==> src/rtl/keyboard.sv <==
// PS/2 key-event decoder producing a held ASCII / Famicom button code.
// Drives 0xFF while no mapped key is held.
module keyboard (
    input  logic        pulse,
    input  logic        reset,
    input  logic [10:0] ps2_key,
    input  logic [2:0]  kb_lang,
    output logic [7:0]  ascii_code,
    output logic        caps_lock
);

    localparam int unsigned CODE_W = 8;
    localparam logic [CODE_W-1:0] IDLE_CODE = 8'hFF;

    logic              prev_tog;
    logic              lshift;
    logic              rshift;
    logic              ctrl;
    logic              cur_ext;
    logic [CODE_W-1:0] cur_code;

    logic              evt;
    logic              is_make;
    logic              is_ext;
    logic [CODE_W-1:0] code;
    logic              shift;

    assign evt     = ps2_key[10] != prev_tog;
    assign is_make = ps2_key[9];
    assign is_ext  = ps2_key[8];
    assign code    = ps2_key[7:0];
    assign shift   = lshift | rshift;

    logic [CODE_W-1:0] sc;
    logic              is_letter;
    logic [CODE_W-1:0] letter;
    logic              is_sym;
    logic [CODE_W-1:0] sym_lo;
    logic [CODE_W-1:0] sym_hi;
    logic              map_valid;
    logic [CODE_W-1:0] map_val;

    // Scancode-to-code lookup using the current modifier state.
    always_comb begin
        sc        = code;
        is_letter = 1'b1;
        letter    = '0;
        is_sym    = 1'b1;
        sym_lo    = '0;
        sym_hi    = '0;
        map_valid = 1'b0;
        map_val   = IDLE_CODE;

        if (kb_lang == 3'd1 && code == 8'h35) sc = 8'h1A;
        else if (kb_lang == 3'd1 && code == 8'h1A) sc = 8'h35;

        case (sc)
            8'h1C: letter = 8'h61;  8'h32: letter = 8'h62;  8'h21: letter = 8'h63;
            8'h23: letter = 8'h64;  8'h24: letter = 8'h65;  8'h2B: letter = 8'h66;
            8'h34: letter = 8'h67;  8'h33: letter = 8'h68;  8'h43: letter = 8'h69;
            8'h3B: letter = 8'h6A;  8'h42: letter = 8'h6B;  8'h4B: letter = 8'h6C;
            8'h3A: letter = 8'h6D;  8'h31: letter = 8'h6E;  8'h44: letter = 8'h6F;
            8'h4D: letter = 8'h70;  8'h15: letter = 8'h71;  8'h2D: letter = 8'h72;
            8'h1B: letter = 8'h73;  8'h2C: letter = 8'h74;  8'h3C: letter = 8'h75;
            8'h2A: letter = 8'h76;  8'h1D: letter = 8'h77;  8'h22: letter = 8'h78;
            8'h35: letter = 8'h79;  8'h1A: letter = 8'h7A;
            default: is_letter = 1'b0;
        endcase

        case (code)
            8'h16: begin sym_lo = 8'h31; sym_hi = 8'h21; end
            8'h1E: begin sym_lo = 8'h32; sym_hi = 8'h40; end
            8'h26: begin sym_lo = 8'h33; sym_hi = 8'h23; end
            8'h25: begin sym_lo = 8'h34; sym_hi = 8'h24; end
            8'h2E: begin sym_lo = 8'h35; sym_hi = 8'h25; end
            8'h36: begin sym_lo = 8'h36; sym_hi = 8'h5E; end
            8'h3D: begin sym_lo = 8'h37; sym_hi = 8'h26; end
            8'h3E: begin sym_lo = 8'h38; sym_hi = 8'h2A; end
            8'h46: begin sym_lo = 8'h39; sym_hi = 8'h28; end
            8'h45: begin sym_lo = 8'h30; sym_hi = 8'h29; end
            8'h4E: begin sym_lo = 8'h2D; sym_hi = 8'h5F; end
            8'h55: begin sym_lo = 8'h3D; sym_hi = 8'h2B; end
            8'h54: begin sym_lo = 8'h5B; sym_hi = 8'h7B; end
            8'h5B: begin sym_lo = 8'h5D; sym_hi = 8'h7D; end
            8'h5D: begin sym_lo = 8'h5C; sym_hi = 8'h7C; end
            8'h4C: begin sym_lo = 8'h3B; sym_hi = 8'h3A; end
            8'h52: begin sym_lo = 8'h27; sym_hi = 8'h22; end
            8'h41: begin sym_lo = 8'h2C; sym_hi = 8'h3C; end
            8'h49: begin sym_lo = 8'h2E; sym_hi = 8'h3E; end
            8'h4A: begin sym_lo = 8'h2F; sym_hi = 8'h3F; end
            8'h0E: begin sym_lo = 8'h60; sym_hi = 8'h7E; end
            8'h29: begin sym_lo = 8'h20; sym_hi = 8'h20; end
            8'h5A: begin sym_lo = 8'h0A; sym_hi = 8'h0A; end
            8'h66: begin sym_lo = 8'h7F; sym_hi = 8'h7F; end
            8'h0D: begin sym_lo = 8'h09; sym_hi = 8'h09; end
            8'h76: begin sym_lo = 8'h1B; sym_hi = 8'h1B; end
            default: is_sym = 1'b0;
        endcase

        if (is_ext) begin
            map_valid = 1'b1;
            case (code)
                8'h75:   map_val = 8'hF7;
                8'h72:   map_val = 8'hFB;
                8'h6B:   map_val = 8'hFD;
                8'h74:   map_val = 8'hFE;
                8'h5A:   map_val = 8'h0A;
                default: map_valid = 1'b0;
            endcase
        end else if (is_letter) begin
            map_valid = 1'b1;
            // Lowercase & 0x1F equals uppercase & 0x1F, so ctrl needs no case fold.
            if (ctrl)                   map_val = letter & 8'h1F;
            else if (shift ^ caps_lock) map_val = letter - 8'h20;
            else                        map_val = letter;
        end else if (is_sym) begin
            map_valid = 1'b1;
            map_val   = shift ? sym_hi : sym_lo;
        end
    end

    // Event processing: modifiers, held-key capture and release.
    always_ff @(posedge pulse or negedge reset) begin
        if (!reset) begin
            prev_tog   <= 1'b0;
            lshift     <= 1'b0;
            rshift     <= 1'b0;
            ctrl       <= 1'b0;
            caps_lock  <= 1'b0;
            cur_ext    <= 1'b0;
            cur_code   <= '0;
            ascii_code <= IDLE_CODE;
        end else begin
            prev_tog <= ps2_key[10];
            if (evt) begin
                if (!is_ext && code == 8'h12) begin
                    lshift <= is_make;
                end else if (!is_ext && code == 8'h59) begin
                    rshift <= is_make;
                end else if (code == 8'h14) begin
                    ctrl <= is_make;
                end else if (!is_ext && code == 8'h58) begin
                    if (is_make) caps_lock <= ~caps_lock;
                end else if (is_make) begin
                    if (map_valid) begin
                        ascii_code <= map_val;
                        cur_ext    <= is_ext;
                        cur_code   <= code;
                    end
                end else if (is_ext == cur_ext && code == cur_code) begin
                    ascii_code <= IDLE_CODE;
                    cur_ext    <= 1'b0;
                    cur_code   <= '0;
                end
            end
        end
    end

endmodule

==> config.mk <==
export PLATFORM = sky130hd
export DESIGN_NAME = keyboard
export DESIGN_NICKNAME = d
export VERILOG_FILES = /design/src/rtl/keyboard.sv
export SDC_FILE = /design/constraint.sdc
export NUM_CORES = 1
export LEC_CHECK = 0
export CELL_PAD_IN_SITES_DETAIL_PLACEMENT = 0
export CELL_PAD_IN_SITES_GLOBAL_PLACEMENT = 1
export CORE_MARGIN = 2
export CORE_UTILIZATION = 45
export CTS_CLUSTER_DIAMETER = 30
export DETAILED_ROUTE_END_ITERATION = 8
export GPL_ROUTABILITY_DRIVEN = 0
export MAX_ROUTING_LAYER = met4
export PLACE_DENSITY = 0.82
export SLEW_MARGIN = 40
export SYNTH_ARGS = -nofsm -noshare
export SYNTH_HDL_FRONTEND = slang
export SYNTH_SLANG_ARGS = --single-unit
export TNS_END_PERCENT = 10
==> constraint.sdc <==
create_clock -name pulse -period 2.9 [get_ports pulse]
set_clock_uncertainty 0.2 [all_clocks]
set_input_delay 0.58 -clock pulse [delete_from_list [all_inputs] [get_ports pulse]]
set_output_delay 0.58 -clock pulse [all_outputs]
set_load 0.02 [all_outputs]
==> impl_metrics.yaml, run 1 <==
power_and_ir_drop:
  p_clk_frac: 0.168
  p_switching_uw: 487
  swShare: 0.369
  p_leak_nw: 2.01
  vdd_drop_max_v: 0.000188
  comb_power_share: 0.507
  intPower_uw: 831
  seqPwrFrac: 0.325
  power_density_nw_per_um2: 275
sta:
  maxSlewViolCount: 0
  slew_headroom: 0.626
  setup_ws_ns: -0.0151
  hold_ws_ns: 0.270
  setup_viol: 1
  period_needed_ns: 2.92
  worst_pin_slew_ns: 0.560
  finalHoldViolations: 0
  period_share: 1.01
  clock.fmax_mhz: 343
cts:
  cts_tree: "yes"
  clockRootBuffer: "clkbuf_8"
  ctsHoldBuffers: 0
  clockBufferDepth: 2
  clk_latency_ns: 0.26
  clkTransAtPathRegs_ns: 0.08
  clock-sinks: 22
  cts_buffers: 3
  cts_max_level: 1
cells_and_area:
  finalNonFillerCells: 649
  drive_above_1_share: 0.450
  final_util: 0.705
  multi_input_area_um2: 2450
  syn2layout_area_growth_pct: 52.3
  regArea_um2: 561
  final_cell_area_um2: 4790
  fillers: 508
  finalNetCount: 572
  n_antenna_cell: 0
global_routing:
  antenna_found_initial: 0
  track_usage: 0.339
  first_global_vias: 3900
  grt_pass1_wl_um: 19800
  grt.overflow.total: 0
  grt_start_max_net_pins: 23
floorplanning:
  fp.dieArea_um2: 7670
  fp.dieW_um: 87.6
  core_area_um2: 6790
  rows: 30
  die_y_um: 87.6
  io_pins: 25
  start_util: 0.463
routing:
  vias: 4141
  viasPerCell: 6.38
  drc: 0
  ant_nets: 0
  firstDrtPassIters: 6
  drtIter0Drc: 601
  wl_per_cell_um: 20.1
  drt_wl_total_um: 13000
setup_path:
  path_class: "in -> reg"
  path_buf_inv: 3
  cp_data_arrival_time_ns: 2.91
  critPathCaptureType: "flop"
  cp_top_family: "compound AO/OA/AOI/OAI gates"
  ff2ff_setup_slack_ns: 0.32
  r2r-start: "rshift"
  required_ns: 2.90
  start_kind: "primary input"
  path_common_cell: "buf_2"
  critical_path.slowest_cell: "nor4_2"
  cp_slowest_stage_delay_ns: 0.43
  worstRegToRegCells: 7
  reg2reg_to: "ascii_code[2]"
  path_cells: "buf_2 > buf_2 > buf_4 > nor4_2 > a22oi_1 > o211ai_1 > or2_2 > o21ai_0 > a221o_1 > mux2_2"
  critical_path.max_fanout: 5
placed_design:
  port_buffers: 24
  place_area_um2: 4360
  dp.cells: 622
  dpl.hpwl_um: 9530
min_path:
  hold_start: "ascii_code[1]"
  min_path_type: "reg -> reg"
  hold_depth: 2
  min_to: "ascii_code[1]"
synth:
  yosysUniqueCellTypes: 82
  synth_top_area_share: 0.111
  syn_avg_cell_area_um2: 7.90
  yosys-top-cells-count: "nand2_1, nor2_1, o21ai_0"
  synth_flop_cell: "dfrtp_1"
  synth_edf_count: 0
  yosysSeqAreaShare: 0.178
  syn_area_um2: 3140
  synth_seq_cells: 22
  synth_top_area_cell: "dfrtp_1"
  synth-async-reset-ratio: 1.00
  netlist_instances: 398
  synth_nets: 416
  synth_most_common_cell: "nand2_1"
  yosysWarnings: 0
  synthTopCellsByArea: "dfrtp_1, dfstp_2, nand2_1"
outcome:
  violations: "setup timing"
  run_status: "complete, but fails checks"
job:
  drv_cap: 0
timing repair:
| item | 4_1_cts | 5_1_grt |
|---|---|---|
| pin swaps | 16 | 15 |
| setup endpoints to repair | 17 | 16 |
| buffers inserted | 13 | 6 |
| gates cloned | 3 | 1 |
| resized for setup | 65 | 40 |
placed cells by master, fill, tap and decap left out, types with 6 or more instances in the layout:
cell	synthesis	routed
a211oi_1	9	8
a21oi_1	16	15
a22oi_1	9	9
buf_4	9	152
buf_6	9	15
clkdlybuf4s50_1	0	13
dfrtp_1	14	14
dfstp_2	8	8
inv_1	17	17
mux2i_1	8	8
nand2_1	35	35
nand3_1	12	12
nand4_1	8	8
nor2_1	23	22
nor2b_1	8	7
nor3_1	7	7
o211ai_1	8	8
o21ai_0	20	19
o221ai_1	6	6
xnor2_1	6	6
xor2_1	11	10
final cells by class:
| class | count | share of cell area |
|---|---|---|
| inverters | 19 | 0.0149 |
| multi-input cells | 316 | 0.511 |
| clock buffers | 4 | 0.0115 |
| well taps | 96 | 0.0251 |
| repair buffers | 192 | 0.321 |
| flip-flops and latches | 22 | 0.117 |
cell families (layout without fill, tap and decap cells):
family | after synthesis | in the layout | share of synthesized area
flops | 22 | 22 | 0.178
mux | 11 | 11 | 0.0362
buf+inv | 60 | 215 | 0.110
fa+ha+maj | 2 | 2 | 0.00796
xor+xnor | 17 | 17 | 0.0474
compound gates | 126 | 126 | 0.287
simple gates | 160 | 160 | 0.332
worst min-delay path: stages (launching register included):
cell,delay [ns]
dfstp_2,0.37
inv_1,0.04
mux2i_1,0.06
per-stage QoR:
stage / TNS, ns / setup slack, ns / total power, mW
final: -0.0151 / -0.0151 / 1.32
after global routing: -0.0305 / -0.0220 / 1.38
after CTS: 0 / 0.00181 / 1.28
after detailed placement: -10.89 / -0.727 / 1.03
after global placement: -10.56 / -0.743 / 1.01
after floorplan: -0.103 / -0.103 / 0.759
registers in the layout, summed over array words and instances (netlist names):
| signal | flops |
|---|---|
| cur_ext | 1 |
| ctrl | 1 |
| rshift | 1 |
| lshift | 1 |
| ascii_code | 8 |
| cur_code | 8 |
| caps_lock | 1 |
| prev_tog | 1 |
power groups by stage:
stage | Combinational [mW] | Clock, mW | Sequential (mW)
after floorplan | 0.297 | 0 | 0.462
after global placement | 0.585 | 0 | 0.429
after detailed placement | 0.598 | 0 | 0.433
after CTS | 0.630 | 0.224 | 0.428
after global routing | 0.708 | 0.235 | 0.434
final | 0.668 | 0.222 | 0.428
how the worst max path moves through the flow:
stage / from / to / slack [ns] / cells past startpoint
final: ps2_key[4] / ascii_code[2] / -0.02 / 10
after global routing: ps2_key[0] / ascii_code[0] / -0.02 / 12
after CTS: ps2_key[3] / ascii_code[7] / 0.002 / 10
after detailed placement: ps2_key[7] / ascii_code[1] / -0.73 / 10
after global placement: ps2_key[1] / ascii_code[1] / -0.74 / 10
after floorplan: ps2_key[1] / ascii_code[7] / -0.10 / 9
per-layer routing:
metal | vias to the layer above | GRT usage | wire, um
li1 | 1831 | - | -
met3 | 86 | 0.0716 | 1330
met2 | 289 | 0.520 | 5850
met1 | 1935 | 0.430 | 5130
met5 | - | - | 0
met4 | 0 | 0.148 | 720
Note: power is estimated with default switching activity, not from simulation.
==> run 2: changes to the inputs <==
CAP_MARGIN = 10   (was default)
CORE_UTILIZATION = 40   (was 45)
CTS_CLUSTER_SIZE = 25   (was default)
PLACE_DENSITY = 0.74   (was 0.82)
==> run 2 against run 1 <==
Largest cell class unchanged. Via count decreased by 2.6%. Wire length decreased by 2.8%. Utilization decreased by 8.2 points. Critical endpoint is now ascii_code[7]. Combinational power decreased by 1%. Critical path type unchanged. The run now ends clean.
==> impl_metrics.yaml, run 2 (same netlist as run 1, synthesis figures left out) <==
setup_path:
  critical_path.max_fanout: 6
  crit_start: "ps2_key[3]"
  reg2reg_to: "ascii_code[2]"
  path_cells: "buf_4 > and4bb_4 > a31o_1 > nor3_2 > or3b_4 > nor3_4 > ha_2 > or4b_1 > a32oi_1"
  r2r-start: "rshift"
  worstRegToRegCells: 6
  path_class: "in -> reg"
  required_ns: 2.89
  cp_data_arrival_time_ns: 2.86
  start_kind: "primary input"
  critical_path.slowest_cell: "or4b_1"
  critPathCaptureType: "flop"
  ff2ff_setup_slack_ns: 0.41
  crit_end: "ascii_code[7]"
  cp_slowest_stage_delay_ns: 0.44
cells_and_area:
  finalNetCount: 572
  syn2layout_area_growth_pct: 52.4
  layout_common_cells: "buf_4, nand2_1, nor2_1, buf_6, o21ai_0"
  n_antenna_cell: 0
  finalNonFillerCells: 655
  top_regs: "ascii_code: 8 flops, cur_code: 8 flops"
  drive_above_1_share: 0.441
  final_common_cell: "buf_4"
sta:
  clock.fmax_mhz: 348
  worst_pin_slew_ns: 0.683
  setup_viol: 0
  period_share: 0.991
  slew_headroom: 0.543
  finalHoldViolations: 0
  period_needed_ns: 2.87
  hold_ws_ns: 0.267
  setup_ws_ns: 0.0273
  maxSlewViolCount: 0
power_and_ir_drop:
  p_leak_nw: 2.02
  vdd_drop_max_v: 0.000214
  power_density_nw_per_um2: 287
routing:
  ant_nets: 0
  wl_per_cell_um: 19.3
  drt_wl_total_um: 12700
  drc: 0
  viasPerCell: 6.16
  drtIter0Drc: 363
  firstDrtPassIters: 6
  vias: 4033
placed_design:
  port_buffers: 24
  dp_slack_ns: -0.778
  dpl.hpwl_um: 9670
  dp.cells: 631
cts:
  clock-sinks: 22
  clkTransAtPathRegs_ns: 0.08
  cts_buffers: 3
  clk_latency_ns: 0.27
  clockRootBuffer: "clkbuf_8"
  clockBufferDepth: 2
  cts_max_level: 1
  cts_tree: "yes"
global_routing:
  grt_start_max_net_pins: 23
  track_usage: 0.305
  grt_pass1_wl_um: 20200
  first_global_vias: 3899
  antenna_found_initial: 0
  grt.overflow.total: 0
floorplanning:
  rows: 32
  start_util: 0.409
  die_y_um: 92.6
  io_pins: 25
  fp.dieArea_um2: 8580
  fp.dieW_um: 92.6
  core_area_um2: 7690
job:
  drv_cap: 0
outcome:
  run_status: "finished, final reports clean"
min_path:
  min_path_type: "reg -> reg"
==> run 2: cell types whose count changed in the layout (fill, tap and decap cells not counted), sizes merged <==
cell / before / now
bufinv: 0 / 1
clkbuf: 8 / 7
==> run 2: area by class of cell <==
type / count / area, um^2
Inverter: 19 / 71.3
Clock buffer: 3 / 41.3
Multi-Input combinational cell: 316 / 2400
Clock inverter: 1 / 30.0
Sequential cell: 22 / 561
Timing Repair Buffer: 192 / 1560
Tap cell: 102 / 128
Fill cell: 732 / 2900
==> run 2: report_power, final <==
part	internal [mW]	total [mW]	switching (mW)
Sequential	0.387	0.426	0.0390
Combinational	0.323	0.660	0.338
Clock	0.185	0.291	0.106
Total	0.894	1.38	0.483
==> run 2: what timing repair did <==
item,4_1_cts,5_1_grt
resized for setup,59,35
pin swaps,18,18
setup endpoints to repair,19,17
gates cloned,2,1
hold buffers,0,0
buffers inserted,14,5
==> run 2: metrics by stage <==
| step | setup TNS, ns | power [mW] | util | instance area, um^2 |
|---|---|---|---|---|
| final | 0 | 1.38 | 0.623 | 4790 |
| after global routing | -0.0407 | 1.44 | 0.623 | 4790 |
| after CTS | 0 | 1.36 | 0.617 | 4740 |
| after detailed placement | -11.12 | 1.04 | 0.576 | 4430 |
| after global placement | -11.19 | 1.02 | 0.576 | 4430 |
| after floorplan | -0.103 | 0.759 | - | 3180 |
==> run 2: worst min-delay path by stage <==
| stage | startpoint | depth (start not counted) | slack, ns | to |
|---|---|---|---|---|
| 6_report | ascii_code[1] | 2 | 0.27 | ascii_code[1] |
| 5_1_grt | ascii_code[1] | 2 | 0.28 | ascii_code[1] |
| 4_1_cts | ascii_code[1] | 2 | 0.27 | ascii_code[1] |
| 3_5_place_dp | ascii_code[1] | 2 | 0.26 | ascii_code[1] |
| 3_3_place_gp | ascii_code[1] | 2 | 0.26 | ascii_code[1] |
| 2_1_floorplan | reset | 0 | 0.08 | caps_lock |
==> run 2: metal layers <==
layer | routed length (um) | vias up | global-route usage
met5 | 0 | - | -
met4 | 397 | 0 | 0.112
met3 | 900 | 41 | 0.0488
met2 | 6070 | 220 | 0.483
met1 | 5310 | 1944 | 0.397
li1 | - | 1828 | -
==> run 2: worst max-delay path: cells and delay by family <==
family	cells	cell delay [ns]
compound gates	2	0.41
fa+ha+maj	1	0.19
buf+inv	1	0.14
simple gates	5	1.55
